[config.mk]
export PLATFORM = sky130hd
export DESIGN_NAME = uart_tx_arbiter
export DESIGN_NICKNAME = d
export VERILOG_FILES = /design/src/rtl/uart_tx_arbiter.sv
export SDC_FILE = /design/constraint.sdc
export NUM_CORES = 1
export LEC_CHECK = 0
export CAP_MARGIN = 20
export CORE_UTILIZATION = 30
export CTS_CLUSTER_SIZE = 8
export DETAILED_ROUTE_END_ITERATION = 16
export GPL_ROUTABILITY_DRIVEN = 0
export PLACE_DENSITY = 0.58
export SLEW_MARGIN = 10
export SYNTH_ARGS = -nofsm -noshare
export SYNTH_HDL_FRONTEND = slang
export SYNTH_SLANG_ARGS = --single-unit
[constraint.sdc]
create_clock -name Clock_2br -period 2.6 [get_ports Clock_2br]
set_input_delay 0.65 -clock Clock_2br [delete_from_list [all_inputs] [get_ports Clock_2br]]
set_output_delay 0.65 -clock Clock_2br [all_outputs]
set_load 0.05 [all_outputs]
[src/rtl/uart_tx_arbiter.sv]
// uart_tx_arbiter
// Lets four byte sources share one UART transmitter that has no busy or done
// output. A requester is picked, its byte is placed on the switch bus (Sw),
// and Send is pulsed for one cycle. The arbiter then waits for a worst-case
// frame time before it accepts the next request.
//
// Build option:
//   TX_PRIORITY_EN  Undefined (default): round-robin arbitration, which
//                   serves source 0 first after reset.
//                   Defined: fixed priority, where source 0 is highest and
//                   source 3 is lowest. Timing and pulses are the same in
//                   both builds.
//
// The wait length is (FRAME_BITS + 1) * BIT_CYCLES + GUARD. The extra bit
// period is there because the transmitter's bit counter runs freely, so its
// start bit can last anywhere from 1 to BIT_CYCLES cycles.

module uart_tx_arbiter #(
    parameter int BIT_CYCLES = 5209,
    parameter int FRAME_BITS = 11,
    parameter int GUARD      = 2
) (
    input  logic        Clock_2br,
    input  logic        Reset,
    input  logic [3:0]  Req,
    input  logic [31:0] Data,
    output logic [3:0]  Grant,
    output logic [3:0]  Done,
    output logic        Busy,
    output logic [7:0]  Sw,
    output logic        Send
);

    localparam int WAIT_CYCLES = (FRAME_BITS + 1) * BIT_CYCLES + GUARD;
    localparam int CNT_W       = $clog2(WAIT_CYCLES + 1);

    localparam logic [CNT_W-1:0] CNT_ZERO = CNT_W'(0);
    localparam logic [CNT_W-1:0] CNT_ONE  = CNT_W'(1);
    localparam logic [CNT_W-1:0] CNT_LAST = CNT_W'(WAIT_CYCLES - 1);

    typedef enum logic [1:0] {
        IDLE = 2'd0,
        LOAD = 2'd1,
        WAIT = 2'd2,
        DONE = 2'd3
    } state_t;

    // ------------------------------------------------------------------
    // Helper functions
    // ------------------------------------------------------------------

    // Convert a source index into a one-hot pulse vector.
    function automatic logic [3:0] src_onehot(input logic [1:0] src);
        src_onehot = 4'b0001 << src;
    endfunction

`ifdef TX_PRIORITY_EN
    // Fixed priority: the lowest-numbered active request wins. The
    // last-served pointer takes no part in the decision.
    function automatic logic [1:0] pick_winner(input logic [3:0] req,
                                               input logic [1:0] last);
        logic [1:0] win;
        win = last & 2'b00;
        for (int k = 3; k >= 0; k--) begin
            win = req[k] ? 2'(k) : win;
        end
        pick_winner = win;
    endfunction
`else
    // Round-robin: search upward from last+1, wrapping modulo 4. The
    // last-served source is checked last of all.
    function automatic logic [1:0] pick_winner(input logic [3:0] req,
                                               input logic [1:0] last);
        logic [1:0] idx;
        logic [1:0] win;
        logic       found;
        win   = last + 2'd1;
        found = 1'b0;
        for (int k = 1; k <= 4; k++) begin
            idx   = last + 2'(k);
            win   = (!found && req[idx]) ? idx : win;
            found = found | req[idx];
        end
        pick_winner = win;
    endfunction
`endif

    // ------------------------------------------------------------------
    // State and registered outputs
    // ------------------------------------------------------------------
    state_t           state_r;
    state_t           state_nxt_s;
    logic [CNT_W-1:0] cnt_r;
    logic [CNT_W-1:0] cnt_nxt_s;
    logic [1:0]       ptr_r;
    logic [1:0]       ptr_nxt_s;
    logic [1:0]       win_r;
    logic [1:0]       win_nxt_s;
    logic [1:0]       pick_s;
    logic [3:0]       grant_r;
    logic [3:0]       grant_nxt_s;
    logic [3:0]       done_r;
    logic [3:0]       done_nxt_s;
    logic             busy_r;
    logic             busy_nxt_s;
    logic [7:0]       sw_r;
    logic [7:0]       sw_nxt_s;
    logic             send_r;
    logic             send_nxt_s;

    assign Grant = grant_r;
    assign Done  = done_r;
    assign Busy  = busy_r;
    assign Sw    = sw_r;
    assign Send  = send_r;

    // Candidate winner; it is used only in IDLE.
    assign pick_s = pick_winner(Req, ptr_r);

    // Next-state and next-output logic for the IDLE/LOAD/WAIT/DONE sequence.
    always_comb begin
        state_nxt_s = state_r;
        cnt_nxt_s   = cnt_r;
        ptr_nxt_s   = ptr_r;
        win_nxt_s   = win_r;
        grant_nxt_s = 4'b0000;
        done_nxt_s  = 4'b0000;
        busy_nxt_s  = busy_r;
        sw_nxt_s    = sw_r;
        send_nxt_s  = 1'b0;

        case (state_r)
            IDLE: begin
                if (Req != 4'b0000) begin
                    // Data is sampled only here. Later changes to Data
                    // cannot affect the frame that is being sent.
                    win_nxt_s   = pick_s;
                    sw_nxt_s    = Data[{pick_s, 3'b000} +: 8];
                    grant_nxt_s = src_onehot(pick_s);
                    send_nxt_s  = 1'b1;
                    busy_nxt_s  = 1'b1;
                    state_nxt_s = LOAD;
                end else begin
                    busy_nxt_s  = 1'b0;
                    state_nxt_s = IDLE;
                end
            end

            LOAD: begin
                // Grant and Send are high for this one cycle only.
                cnt_nxt_s   = CNT_ZERO;
                state_nxt_s = WAIT;
            end

            WAIT: begin
                // Req is ignored here. Sw keeps the captured byte.
                cnt_nxt_s = cnt_r + CNT_ONE;
                if (cnt_r == CNT_LAST) begin
                    done_nxt_s  = src_onehot(win_r);
                    state_nxt_s = DONE;
                end else begin
                    state_nxt_s = WAIT;
                end
            end

            DONE: begin
                // The served source goes to the back of the round-robin order.
                // Sw keeps the last byte and is not cleared.
                ptr_nxt_s   = win_r;
                busy_nxt_s  = 1'b0;
                state_nxt_s = IDLE;
            end

            default: begin
                cnt_nxt_s   = CNT_ZERO;
                busy_nxt_s  = 1'b0;
                state_nxt_s = IDLE;
            end
        endcase
    end

    // State register. A reset ends any frame in progress without a Done pulse.
    always_ff @(posedge Clock_2br or posedge Reset) begin
        if (Reset) begin
            state_r <= IDLE;
        end else begin
            state_r <= state_nxt_s;
        end
    end

    // Datapath registers: the wait counter, the pointer, the winner and all outputs.
    always_ff @(posedge Clock_2br or posedge Reset) begin
        if (Reset) begin
            cnt_r   <= CNT_ZERO;
            ptr_r   <= 2'd3;
            win_r   <= 2'd0;
            grant_r <= 4'b0000;
            done_r  <= 4'b0000;
            busy_r  <= 1'b0;
            sw_r    <= 8'h00;
            send_r  <= 1'b0;
        end else begin
            cnt_r   <= cnt_nxt_s;
            ptr_r   <= ptr_nxt_s;
            win_r   <= win_nxt_s;
            grant_r <= grant_nxt_s;
            done_r  <= done_nxt_s;
            busy_r  <= busy_nxt_s;
            sw_r    <= sw_nxt_s;
            send_r  <= send_nxt_s;
        end
    end

endmodule
; Word-level counts from Yosys, hierarchy flattened
; Index checks and enable logic that the tools add are counted.
[word_totals]
register_bits = 40
in_bits = 38
output_inout_bits = 18
elab_cells = 59
[classes]
addsub = 4
n_lt_le_gt_ge = 4
n_eq_ne = 4
shifts = 3
n_mux = 22
n_bitwise = 2
n_reduce_logical = 11
[op_table]
columns = op, count
row1 = 16-bit one-hot mux with 2 select lines, 1
row2 = 32-bit by 6-bit indexed part select with 8-bit output, 1
row3 = 16-bit by 1-bit adder with 16-bit output (second input constant), 1
row4 = 16-bit equality test (second input constant), 1
row5 = 4-bit two-way mux, 4
row6 = 2-bit by 3-bit < comparator with 1-bit output (second input constant), 4
row7 = 1-bit binary-select mux with 2-bit select, 4
row8 = 1-bit two-way mux, 8
row9 = 2-bit one-hot mux with 4 select lines, 1
row10 = 1-bit by 2-bit left shift with 4-bit output (first input constant), 2
row11 = 2-bit two-way mux, 3
row12 = 2-bit adder (second input constant), 2
row13 = 2-bit equality test (second input constant), 2
row14 = 2-bit nonzero test, 2
row15 = 4-bit nonzero test, 1
row16 = 1-bit logical AND, 3
row17 = 1-bit zero test, 3
row18 = 2-bit by 1-bit adder with 2-bit output (second input constant), 1
row19 = 2-bit by 1-bit equality test with 1-bit output (second input constant), 1
row20 = 2-bit zero test, 1
row21 = 1-bit bitwise OR, 2
row22 = 1-bit one-hot mux with 2 select lines, 1
row23 = 2-bit AND reduction, 1

; Longest topological paths before layout
[logic_depth]
word_depth = 11
mapped_depth = 7
mapped_depth_nobuf = 6

; Worst setup path before layout
; OpenSTA, ideal clock, no wires.
[synth_path]
kind = input -> register
startpoint = input Req[2]
endpoint = register sw_r[0] (netlist: Sw[0])
setup_ns = 0.123
t_arrival_ns = 1.977
slack_ns = 0.500
stages = 7
path_buffers = 2
path_cell_list = buf_2 -> nand2b_1 -> a21o_1 -> buf_1 -> and4_1 -> a2111o_1 -> o221a_2
[synth_via]
elab_chain_cells = 8
[synth_lines]
columns = item, line
row1 = "start, declared", 25  ; input logic [3:0] Req,
row2 = 1-bit binary-select mux with 2-bit select, "81, 82"
row3 = 1-bit two-way mux (not written as such), "81, 82"
row4 = 1-bit zero test / 1-bit bitwise OR (equally long branches), "81, 82"
row5 = "1-bit logical AND, or another cell as far along", 81  ; win = (!found && req[idx]) ? idx : win;
row6 = "2-bit two-way mux, or another cell as far along", 81
row7 = 2-bit two-way mux / 1-bit logical AND (equally long branches), 81
row8 = 2-bit two-way mux, 81
row9 = 32-bit by 6-bit indexed part select with 8-bit output, 138  ; sw_nxt_s = Data[{pick_s, 3'b000} +: 8];
row10 = "end signal, assigned", 209  ; sw_r <= sw_nxt_s;
row11 = "end, declared", 106  ; logic [7:0] sw_r;
; Several ways; a longest one is shown, not always the timed one. The select of a mux whose other input is x is not followed.
; A chain may end at the register's enable or synchronous reset.

; Worst setup path after layout
[layout_path]
startpoint = input Req[3]
endpoint = register sw_r[0] (netlist: Sw[0])
; The elaborated chain is that of the path after synthesis.

==> results by group <==
Drt
  • Antenna Violating Nets Remaining: 0
  • First-pass iteration count of the detailed router: 4
  • Initial DRC count: 48
  • Wirelength, routed: 5468 um
  • Total number of vias: 1851
  • Vias per cell: 4.936
  • Wirelength per Cell: 14.58 um
  • Number of remaining DRC errors: 0

Min path
  • Min-Delay Startpoint: Busy
  • Hold path depth: 2
  • HP Class: reg2reg
  • Endpoint with the worst hold slack: Busy

Critical path
  • Slowest library cell on the worst path: sky130_fd_sc_hd__clkdlybuf4s50_1
  • Crit start category: primary input
  • Largest fanout of any net on the critical path: 8
  • Crit path buf inv count: 1
  • Critical R2R Launch: state_r[0]
  • Longest individual stage delay on the worst path: 0.54 ns
  • Crit path depth: 6
  • Endpoint arrival time on the critical path: 2.55 ns
  • WP data required: 2.79 ns
  • Crit path cell chain: clkdlybuf4s50_1 > nor3b_1 > nor3_2 > nor3_1 > mux2_2 > o221a_2
  • Logic depth of the worst register-to-register path: 6
  • Category of the most critical setup path: in2reg
  • CP endpoint kind: register
  • Slack of the worst reg-to-reg path: 0.50 ns
  • Crit path max-delay family: simple AND/OR/NAND/NOR gates
  • Critical R2R Capture: cnt_r[15]

GRT
  • Met1 track demand over resource in global routing: 18.30%
  • Largest net degree at the start of global routing: 41
  • Number of antenna violations at the first check in global routing: 0
  • Number of global-route vias before repair: 1793
  • Total overflow reported by the global router: 0
  • Fraction of met3 tracks used by global routing: 4.000%
  • Global-route met2 utilization: 27.34%
  • GRT Overall Usage: 15.28%
  • First-pass GRT wire length: 8763 um
  • Most used routing layer in global routing: met2

Cells and area
  • Antenna diodes: 0
  • Layout overhead on the synthesized area: 38.92%
  • Utilization of the core after routing: 43.41%
  • Share of layout cells above drive strength 1: 10.39%
  • Final instance count without filler cells: 375
  • Nets: 321

CTS
  • Insertion delay to the later sink of the worst-skew pair: 0.30 ns
  • Buffer count from post-CTS setup fixing: 0
  • Number of buffers created by CTS: 5
  • # resized after CTS: 0
  • CTS tree: done
  • Root buffer selected by CTS: sky130_fd_sc_hd__clkbuf_8
  • CTS max path bufs: 2
  • Sink count of the clock tree: 40
  • Clock-pin slew reported for the worst setup and hold paths after clock tree synthesis: 0.08 ns
  • CTS HTree Levels: 2
  • # hold bufs at CTS: 0

Timing
  • Post-layout min period: 2.358 ns
  • Final-layout worst hold slack: 0.5047 ns
  • Worst Clk Skew: 0.004672 ns
  • Count of endpoints failing setup in the final report: 0
  • RSZ-0062 raised after global routing: no
  • Final Hold Viols: 0
  • Portion of the clock cycle consumed by the worst path in the final layout: 90.70%
  • Pin slew with the least headroom to its limit: 0.6496 ns
  • Maximum clock frequency: 0.4240 GHz
  • Max-slew violation count: 0
  • Final setup slack of the worst path: 0.2417 ns
  • Headroom to the max-slew limit: 56.40%

Yosys
  • Synth cell types: 45
  • Most instantiated flip-flop cell in the synthesis netlist: sky130_fd_sc_hd__dfrtp_1
  • Netlist Area Pre-Place: 2135 um^2
  • Synth area leader: sky130_fd_sc_hd__dfrtp_1
  • Post-synthesis sequential element count: 40
  • Mean post-synth cell area: 9.975 um^2
  • Synth top area cells: sky130_fd_sc_hd__dfrtp_1 (45%), sky130_fd_sc_hd__a221o_1 (3.3%), sky130_fd_sc_hd__ha_1 (2.9%)
  • Sequential share of the synthesized area: 47.01%
  • Post-Synthesis Cells: 214
  • Synthesized netlist net count: 257
  • Number of flops mapped to enable cells by yosys: 0
  • Portion of synthesized cell area occupied by the leading cell type: 44.55%
  • Proportion of register bits with asynchronous set or reset after synthesis: 100.0%
  • Yosys synthesis warning count: 0

Floorplanning
  • Starting density of the core: 31.25%
  • Site Rows: 30
  • Width of the die: 86.35 um
  • Number of I/O pins: 56
  • Vert. Die Dim: 86.35 um
  • Std-Cell Core Area: 6832 um^2
  • Die Area: 7456 um^2

Power
  • Total power divided by cell area: 431.0 nW/um^2
  • Total Power Consumption: 0.001278 W
  • Worst VDD drop: 270.0 uV
  • Leakage component of the power: 1.232 nW

Placement
  • Count of port buffers added during placement: 55
  • Post-placement worst setup slack: -0.02290 ns
  • Placed wire-length estimate after detailed placement: 3946 um
  • Number of cells in the design after placement: 367

Run status
  • Outcome: finished, final reports clean

Flow run
  • Reported max-cap violation count: 0
==> worst max path at each step <==
stage	startpoint	endpoint	slack, ns
6_report	Req[3]	Sw[0]	0.24
5_1_grt	Req[1]	Sw[0]	0.18
3_3_place_gp	Req[3]	Sw[0]	0.01
4_1_cts	Req[3]	Sw[0]	0.27
2_1_floorplan	Req[2]	Sw[0]	0.50
3_5_place_dp	Req[3]	Sw[0]	-0.02
==> synthesized netlist by cell type, types with 5 or more instances <==
cell type                   n
sky130_fd_sc_hd__a21oi_1    5
sky130_fd_sc_hd__ha_1       5
sky130_fd_sc_hd__nand2b_1   5
sky130_fd_sc_hd__clkbuf_1   5
sky130_fd_sc_hd__nand3_1    9
sky130_fd_sc_hd__or3_1      5
sky130_fd_sc_hd__inv_1      9
sky130_fd_sc_hd__nor3_1     5
sky130_fd_sc_hd__o31ai_1    8
sky130_fd_sc_hd__o22a_1     7
sky130_fd_sc_hd__dfrtp_1   38
sky130_fd_sc_hd__a221o_1    7
sky130_fd_sc_hd__nand2_1   13
sky130_fd_sc_hd__nand4_1   10
sky130_fd_sc_hd__a21boi_0   7
sky130_fd_sc_hd__o21ai_0    9
sky130_fd_sc_hd__nor2_1    13
sky130_fd_sc_hd__xnor2_1    5
==> area by class of cell <==
| type | count | area, um^2 |
|---|---|---|
| Inverter | 9 | 33.78 |
| Clock inverter | 3 | 46.29 |
| Tap cell | 96 | 120.1 |
| Multi-Input combinational cell | 156 | 1060 |
| Sequential cell | 40 | 1003 |
| Clock buffer | 5 | 68.82 |
| Timing Repair Buffer | 66 | 633.1 |
| Fill cell | 675 | 3866 |
==> where the power goes <==
group	leakage (nW)	switching [W]	internal (W)
clock network	0.0548	0.000236	0.000289
logic	0.646	0.0000566	0.0000743
registers	0.532	0	0.000622
==> kinds of logic after synthesis <==
logic type | count (synthesis) | share of synthesized area, %
and+or+nand+nor | 82 | 21.28
AOI/OAI and AO/OA | 56 | 19.70
DFF | 40 | 47.01
buffers and inverters | 18 | 3.341
xor gates and xnor gates | 9 | 3.693
adders and majority gates | 5 | 2.931
muxes | 4 | 2.051
==> cells in the final DEF (no fill, tap or decap), types with 7 or more instances in the layout <==
cell                              count
sky130_fd_sc_hd__dfrtp_1             38
sky130_fd_sc_hd__o22a_1               7
sky130_fd_sc_hd__nand4_1             10
sky130_fd_sc_hd__a21boi_0             7
sky130_fd_sc_hd__nor2_1              13
sky130_fd_sc_hd__inv_1                9
sky130_fd_sc_hd__clkdlybuf4s50_1     55
sky130_fd_sc_hd__a221o_1              7
sky130_fd_sc_hd__o31ai_1              8
sky130_fd_sc_hd__o21ai_0              9
sky130_fd_sc_hd__nand2_1             13
sky130_fd_sc_hd__nand3_1              9
sky130_fd_sc_hd__buf_4               11
==> sequential cells by signal, indices dropped and copies added, names as in the netlist <==
| signal | cells |
|---|---|
| cnt_r | 16 |
| Sw | 8 |
| Done | 4 |
| Grant | 4 |
| ptr_r | 2 |
| state_r | 2 |
| win_r | 2 |
| Busy | 1 |
| Send | 1 |
==> per-layer routing <==
metal	vias to the layer above	share of wire [%]
li1	924	-
met1	869	44
met2	52	48
met3	6	7.2
met4	0	0.95
met5	-	0
==> through the flow <==
stage	area, um^2	TNS [ns]
2_1_floorplan	2135	0
3_3_place_gp	2850	0
3_5_place_dp	2850	-0.02290
4_1_cts	2965	0
5_1_grt	2965	0
6_report	2965	0
==> worst reg2reg max path, stage by stage, from the launching register on <==
cell and delay (ns):
sky130_fd_sc_hd__dfrtp_1 0.36, sky130_fd_sc_hd__inv_1 0.07, sky130_fd_sc_hd__ha_1 0.49, sky130_fd_sc_hd__nand4_1 0.42
sky130_fd_sc_hd__nor4_1 0.44, sky130_fd_sc_hd__xnor2_1 0.16, sky130_fd_sc_hd__nor2_1 0.05
Power figures use the tool's default switching activity.
